===== config.mk =====
export PLATFORM = sky130hd
export DESIGN_NAME = med_dose_scheduler
export DESIGN_NICKNAME = d
export VERILOG_FILES = /design/src/rtl/med_dose_scheduler.sv
export SDC_FILE = /design/constraint.sdc
export NUM_CORES = 1
export LEC_CHECK = 0
export BUFFER_PORTS_ARGS = -buffer_cell sky130_fd_sc_hd__buf_4
export CAP_MARGIN = 30
export CORE_MARGIN = 2
export CORE_UTILIZATION = 40
export CTS_CLUSTER_DIAMETER = 100
export DETAILED_ROUTE_END_ITERATION = 6
export GPL_TIMING_DRIVEN = 0
export PLACE_DENSITY = 0.69
export SLEW_MARGIN = 20
export SYNTH_ARGS = -nofsm -noshare
export SYNTH_HDL_FRONTEND = slang
export SYNTH_SLANG_ARGS = --single-unit

===== constraint.sdc =====
create_clock -name Clk -period 2.2 [get_ports Clk]
set_input_delay 0.22 -clock Clk [delete_from_list [all_inputs] [get_ports Clk]]
set_output_delay 0.22 -clock Clk [all_outputs]
set_load 0.1 [all_outputs]

===== src/rtl/med_dose_scheduler.sv =====
// Multi-channel medicine dose scheduler: per-channel period countdown, due flags,
// saturating missed-dose counters and passcode-gated configuration/acknowledge.
module med_dose_scheduler #(
    parameter int NUM_CH   = 4,
    parameter int CNT_W    = 4,
    parameter int MISS_W   = 3,
    parameter int TICK_DIV = 50_000_000,
    localparam int CH_W    = $clog2(NUM_CH)
) (
    input  logic              Clk,
    input  logic              Rst,
    input  logic              T_Mode,
    input  logic              Unlock,
    input  logic              Cfg_We,
    input  logic [CH_W-1:0]   Cfg_Ch,
    input  logic [CNT_W-1:0]  Cfg_Period,
    input  logic              Ack,
    input  logic [CH_W-1:0]   Ack_Ch,
    input  logic [CH_W-1:0]   Sel_Ch,
    output logic [NUM_CH-1:0] Due,
    output logic [NUM_CH-1:0] Active,
    output logic              Any_Due,
    output logic [CNT_W-1:0]  Sel_TimeRem,
    output logic [MISS_W-1:0] Sel_Miss,
    output logic              Ack_Reject
);

    localparam int PS_W = $clog2(TICK_DIV);
    localparam logic [PS_W-1:0] PS_LAST = PS_W'(TICK_DIV - 1);

    logic [PS_W-1:0]   prescaler;
    logic              tick;
    logic [CNT_W-1:0]  period [NUM_CH];
    logic [CNT_W-1:0]  rem    [NUM_CH];
    logic [MISS_W-1:0] miss   [NUM_CH];
    logic [NUM_CH-1:0] due_q;
    logic [NUM_CH-1:0] active_q;
    logic              ack_reject_q;
    logic [NUM_CH-1:0] cfg_hit;
    logic [NUM_CH-1:0] ack_hit;

    // The prescaler free-runs even in test mode, so leaving test mode keeps its phase.
    always_ff @(posedge Clk) begin
        if (Rst) begin
            prescaler <= '0;
        end else if (prescaler == PS_LAST) begin
            prescaler <= '0;
        end else begin
            prescaler <= prescaler + PS_W'(1);
        end
    end

    assign tick = T_Mode || (prescaler == PS_LAST);

    // Out-of-range channel numbers match no channel, so they are ignored or refused.
    always_comb begin
        cfg_hit = '0;
        ack_hit = '0;
        for (int i = 0; i < NUM_CH; i++) begin
            cfg_hit[i] = Cfg_We && Unlock && (Cfg_Ch == CH_W'(i));
            ack_hit[i] = Ack && Unlock && (Ack_Ch == CH_W'(i)) && due_q[i];
        end
    end

    always_ff @(posedge Clk) begin
        if (Rst) begin
            for (int i = 0; i < NUM_CH; i++) begin
                period[i] <= '0;
                rem[i]    <= '0;
                miss[i]   <= '0;
            end
            due_q        <= '0;
            active_q     <= '0;
            ack_reject_q <= 1'b0;
        end else begin
            ack_reject_q <= Ack && !(|ack_hit);
            for (int i = 0; i < NUM_CH; i++) begin
                if (cfg_hit[i]) begin
                    period[i]   <= Cfg_Period;
                    rem[i]      <= Cfg_Period;
                    due_q[i]    <= 1'b0;
                    miss[i]     <= '0;
                    active_q[i] <= (Cfg_Period != '0);
                end else if (period[i] == '0) begin
                    rem[i]   <= '0;
                    due_q[i] <= 1'b0;
                    miss[i]  <= '0;
                end else if (tick && rem[i] <= CNT_W'(1)) begin
                    // An ack landing on the expiry tick retires the old dose, so it is not a miss.
                    rem[i]   <= period[i];
                    due_q[i] <= 1'b1;
                    if (due_q[i] && !ack_hit[i] && miss[i] != '1) begin
                        miss[i] <= miss[i] + MISS_W'(1);
                    end
                end else begin
                    if (tick) begin
                        rem[i] <= rem[i] - CNT_W'(1);
                    end
                    if (ack_hit[i]) begin
                        due_q[i] <= 1'b0;
                    end
                end
            end
        end
    end

    always_comb begin
        Sel_TimeRem = '0;
        Sel_Miss    = '0;
        for (int i = 0; i < NUM_CH; i++) begin
            if (Sel_Ch == CH_W'(i)) begin
                Sel_TimeRem = rem[i];
                Sel_Miss    = miss[i];
            end
        end
    end

    assign Due        = due_q;
    assign Active     = active_q;
    assign Any_Due    = |due_q;
    assign Ack_Reject = ack_reject_q;

endmodule


==> out/qor.csv <==
stage;metric;value;unit
outcome;status;finished clean;
synth;cell with the most instances after synthesis;sky130_fd_sc_hd__nor2_1;
power;leakage power summed over all cells;1.883;nW
layout;Layout Nets;482;
route;final routed DRC violation total;0;
clocking;Clock Tree Buf Depth;2;
synth;Post-Syn Area;0.004156;mm²
synth;post-synth net total;439;
route;average wire length per cell after detail routing;15.83;µm
layout;FILL cells;962;
hold_path;Tightest Hold Check Type;in -> reg;
synth;share of the synthesized area in the top cell type;31.79;%
grt;antenna violations before repair;0;
die;initial standard-cell utilization of the core;40.81;%
timing;Post-Route Setup TNS;0;ns
grt;met1 track demand over resource in global routing;21.30;%
clocking;clock tree from TritonCTS;yes;
synth;Synth Area per Inst;10.24;µm²
run;Max Cap Violations;0;
layout;diode count;0;
timing;normalized max-slew margin;41.23;%
grt;Total GRT Usage;17.29;%
clocking;clk sinks;79;
timing;worst hold-check slack;0.1437;ns
synth;share of synthesized area occupied by flip-flops and latches;48.65;%
synth;register bit count reported by yosys;79;
timing;shortest period the worst path allows;2.066;ns
timing;maximum clock frequency;484.0;MHz
place;post-place setup slack;-0.01330;ns
grt;maximum number of pins on one net before global-route repair;16;
synth;async set-reset flop share out of synthesis;0;%
grt;number of global-route vias before repair;3167;
power;worst IR drop on VDD;0.3432;mV
layout;synth-to-layout area growth;15.53;%
clocking;H-tree depth reported by CTS;3;
timing;fraction of the cycle the final worst path needs;93.92;%
grt;remaining global-route overflow;0;
clocking;TritonCTS Buffers;9;
route;iteration count of the initial detailed-routing pass;4;
die;area of the core;0.01018;mm²
grt;met2 track utilization from global routing;29.72;%
die;floorplan row count;37;
route;via density per instance;5.264;
die;die span in x;105.9;µm
synth;leading post-synthesis cells by instance count;60 x sky130_fd_sc_hd__nor2_1, 44 x sky130_fd_sc_hd__edfxtp_1, 35 x sky130_fd_sc_hd__dfxtp_1, 28 x sky130_fd_sc_hd__nand2_1, 26 x sky130_fd_sc_hd__and2_1;
timing;unrepaired setup endpoints after global routing;yes;
die;number of primary I/O pins;33;
timing;final hold violation count;0;
place;Post-Place Cell Area;0.004544;mm²
place;port bufs;29;
clocking;clock slew at the register clock pins of the worst setup and hold paths;0.09;ns
grt;wire length of the first global-routing pass;15.29;mm
critical_path;type of origin of the critical path;flip-flop;
grt;met3 track demand over resource;3.617;%
power;Total Power;3.683;mW
synth;Synth Instances;406;
place;global placement routability congestion;0.8321;
clocking;clock root buffer master;sky130_fd_sc_hd__clkbuf_8;
route;number of vias after detailed routing;3106;
timing;Final Worst Setup Slack;0.1337;ns
route;overall routed net length;9.338;mm
place;half-perimeter wire length after detailed placement;6.984;mm
layout;post-route cell area;0.004802;mm²
critical_path;maximum fanout along the worst path;10;
synth;post-synthesis cell type count;47;
timing;max-slew violation count;0;
synth;number of enable-type register cells in the synthesized netlist;44;
power;total power divided by cell area;767.0;mW/mm²
timing;clock skew after layout;0.01045;ns
timing;Finish-stage setup viols;0;
synth;Synthesis Warnings;0;
synth;commonest register cell after synthesis;sky130_fd_sc_hd__edfxtp_1;
critical_path;worst endpoint required time;2.28;ns
timing;transition time of the tightest slew-check pin;0.8748;ns
synth;biggest area consumer among synthesized cells;sky130_fd_sc_hd__edfxtp_1;
layout;Finished Core Util;47.15;%
synth;leading post-synthesis cells by cell area;sky130_fd_sc_hd__edfxtp_1 32%, sky130_fd_sc_hd__dfxtp_1 17%, sky130_fd_sc_hd__nor2_1 5.4%;
die;die area;0.01122;mm²
layout;ratio of cells with drive above 1 in the final layout;16.52;%
die;die height;105.9;µm
layout;post-route insts no fill;590;
route;number of nets still failing antenna checks after routing;0;
clocking;clock latency on the worst-skew pair;0.36;ns
critical_path;category of the most critical setup path;reg -> reg;
route;count of routing violations after the opening detailed-route iteration;145;
critical_path;data arrival time at the worst-slack endpoint;2.15;ns
grt;layer carrying the most global-route usage;met2;
place;Placed Cells;571;
critical_path;Worst Setup End Kind;flip-flop;
final timing paths:
check | cells after the start | startpoint | endpoint | slack, ns
setup / recovery | 8 | prescaler[0] | miss[1][2] | 0.13
hold / removal | 3 | Ack | Ack_Reject | 0.14
hold reg to reg | 1 | prescaler[0] | prescaler[0] | 0.45
setup reg to reg | 8 | prescaler[0] | miss[1][2] | 0.13
cell usage in the layout (no fill, tap or decap), drive strengths merged, types with 17 or more instances in the layout:
master   n
edfxtp  44
dfxtp   35
inv     22
xor2    17
nand2   28
buf     37
ha      17
nor2    60
and2    26
o21ai   19
what timing repair did:
item | in CTS | in global routing
setup endpoints to repair | 7 | 19
hold buffers | 0 | 0
gates resized for setup | 3 | 7
pin swaps | 1 | 4
buffers inserted | 1 | 2
cell type report:
type	count	area, µm²	area share (%)
sequential	79	2022	42.11
clock buffer	9	123.9	2.579
multi-input combinational	299	2051	42.70
tap	136	170.2	3.544
clock inverter	7	77.57	1.615
inverter	18	67.56	1.407
buffer	10	50.05	1.042
timing repair buffer	32	240.2	5.003
routing by layer:
metal	up-vias	wire length, µm	share of wire (%)
met3	19	403	4.3
met1	1462	4140	44
met4	0	199	2.1
met5	-	0	0
met2	79	4594	49
li1	1546	-	-
flip-flops by register name, indices dropped and copies added (netlist names):
name,flops
prescaler,26
period,16
rem,16
miss,12
Active,4
Due,4
Ack_Reject,1
power by group:
part           switching [mW]  leakage (nW)  internal, mW
combinational           0.561          1.04         0.255
sequential             0.0834         0.743          1.66
clock                   0.588         0.101         0.538
total                    1.23          1.88          2.45
worst max-delay path: stages, from the launching register on:
cell	delay (ns)
sky130_fd_sc_hd__dfxtp_1	0.36
sky130_fd_sc_hd__ha_1	0.22
sky130_fd_sc_hd__nand2_2	0.12
sky130_fd_sc_hd__nor3_4	0.27
sky130_fd_sc_hd__a21o_1	0.15
sky130_fd_sc_hd__buf_4	0.17
sky130_fd_sc_hd__buf_6	0.17
sky130_fd_sc_hd__nand3_1	0.16
sky130_fd_sc_hd__nand2_2	0.15
cell families after synthesis:
kind of cell    count (synthesis)  synth area share (%)
simple gates                  185                 23.54
flops                          79                 48.65
compound gates                 55                 8.339
xor+xnor                       31                 6.532
buf+inv                        28                 2.739
fa+ha+maj                      17                 5.117
mux                            11                 5.087
Note: power is estimated with default switching activity, not from simulation.
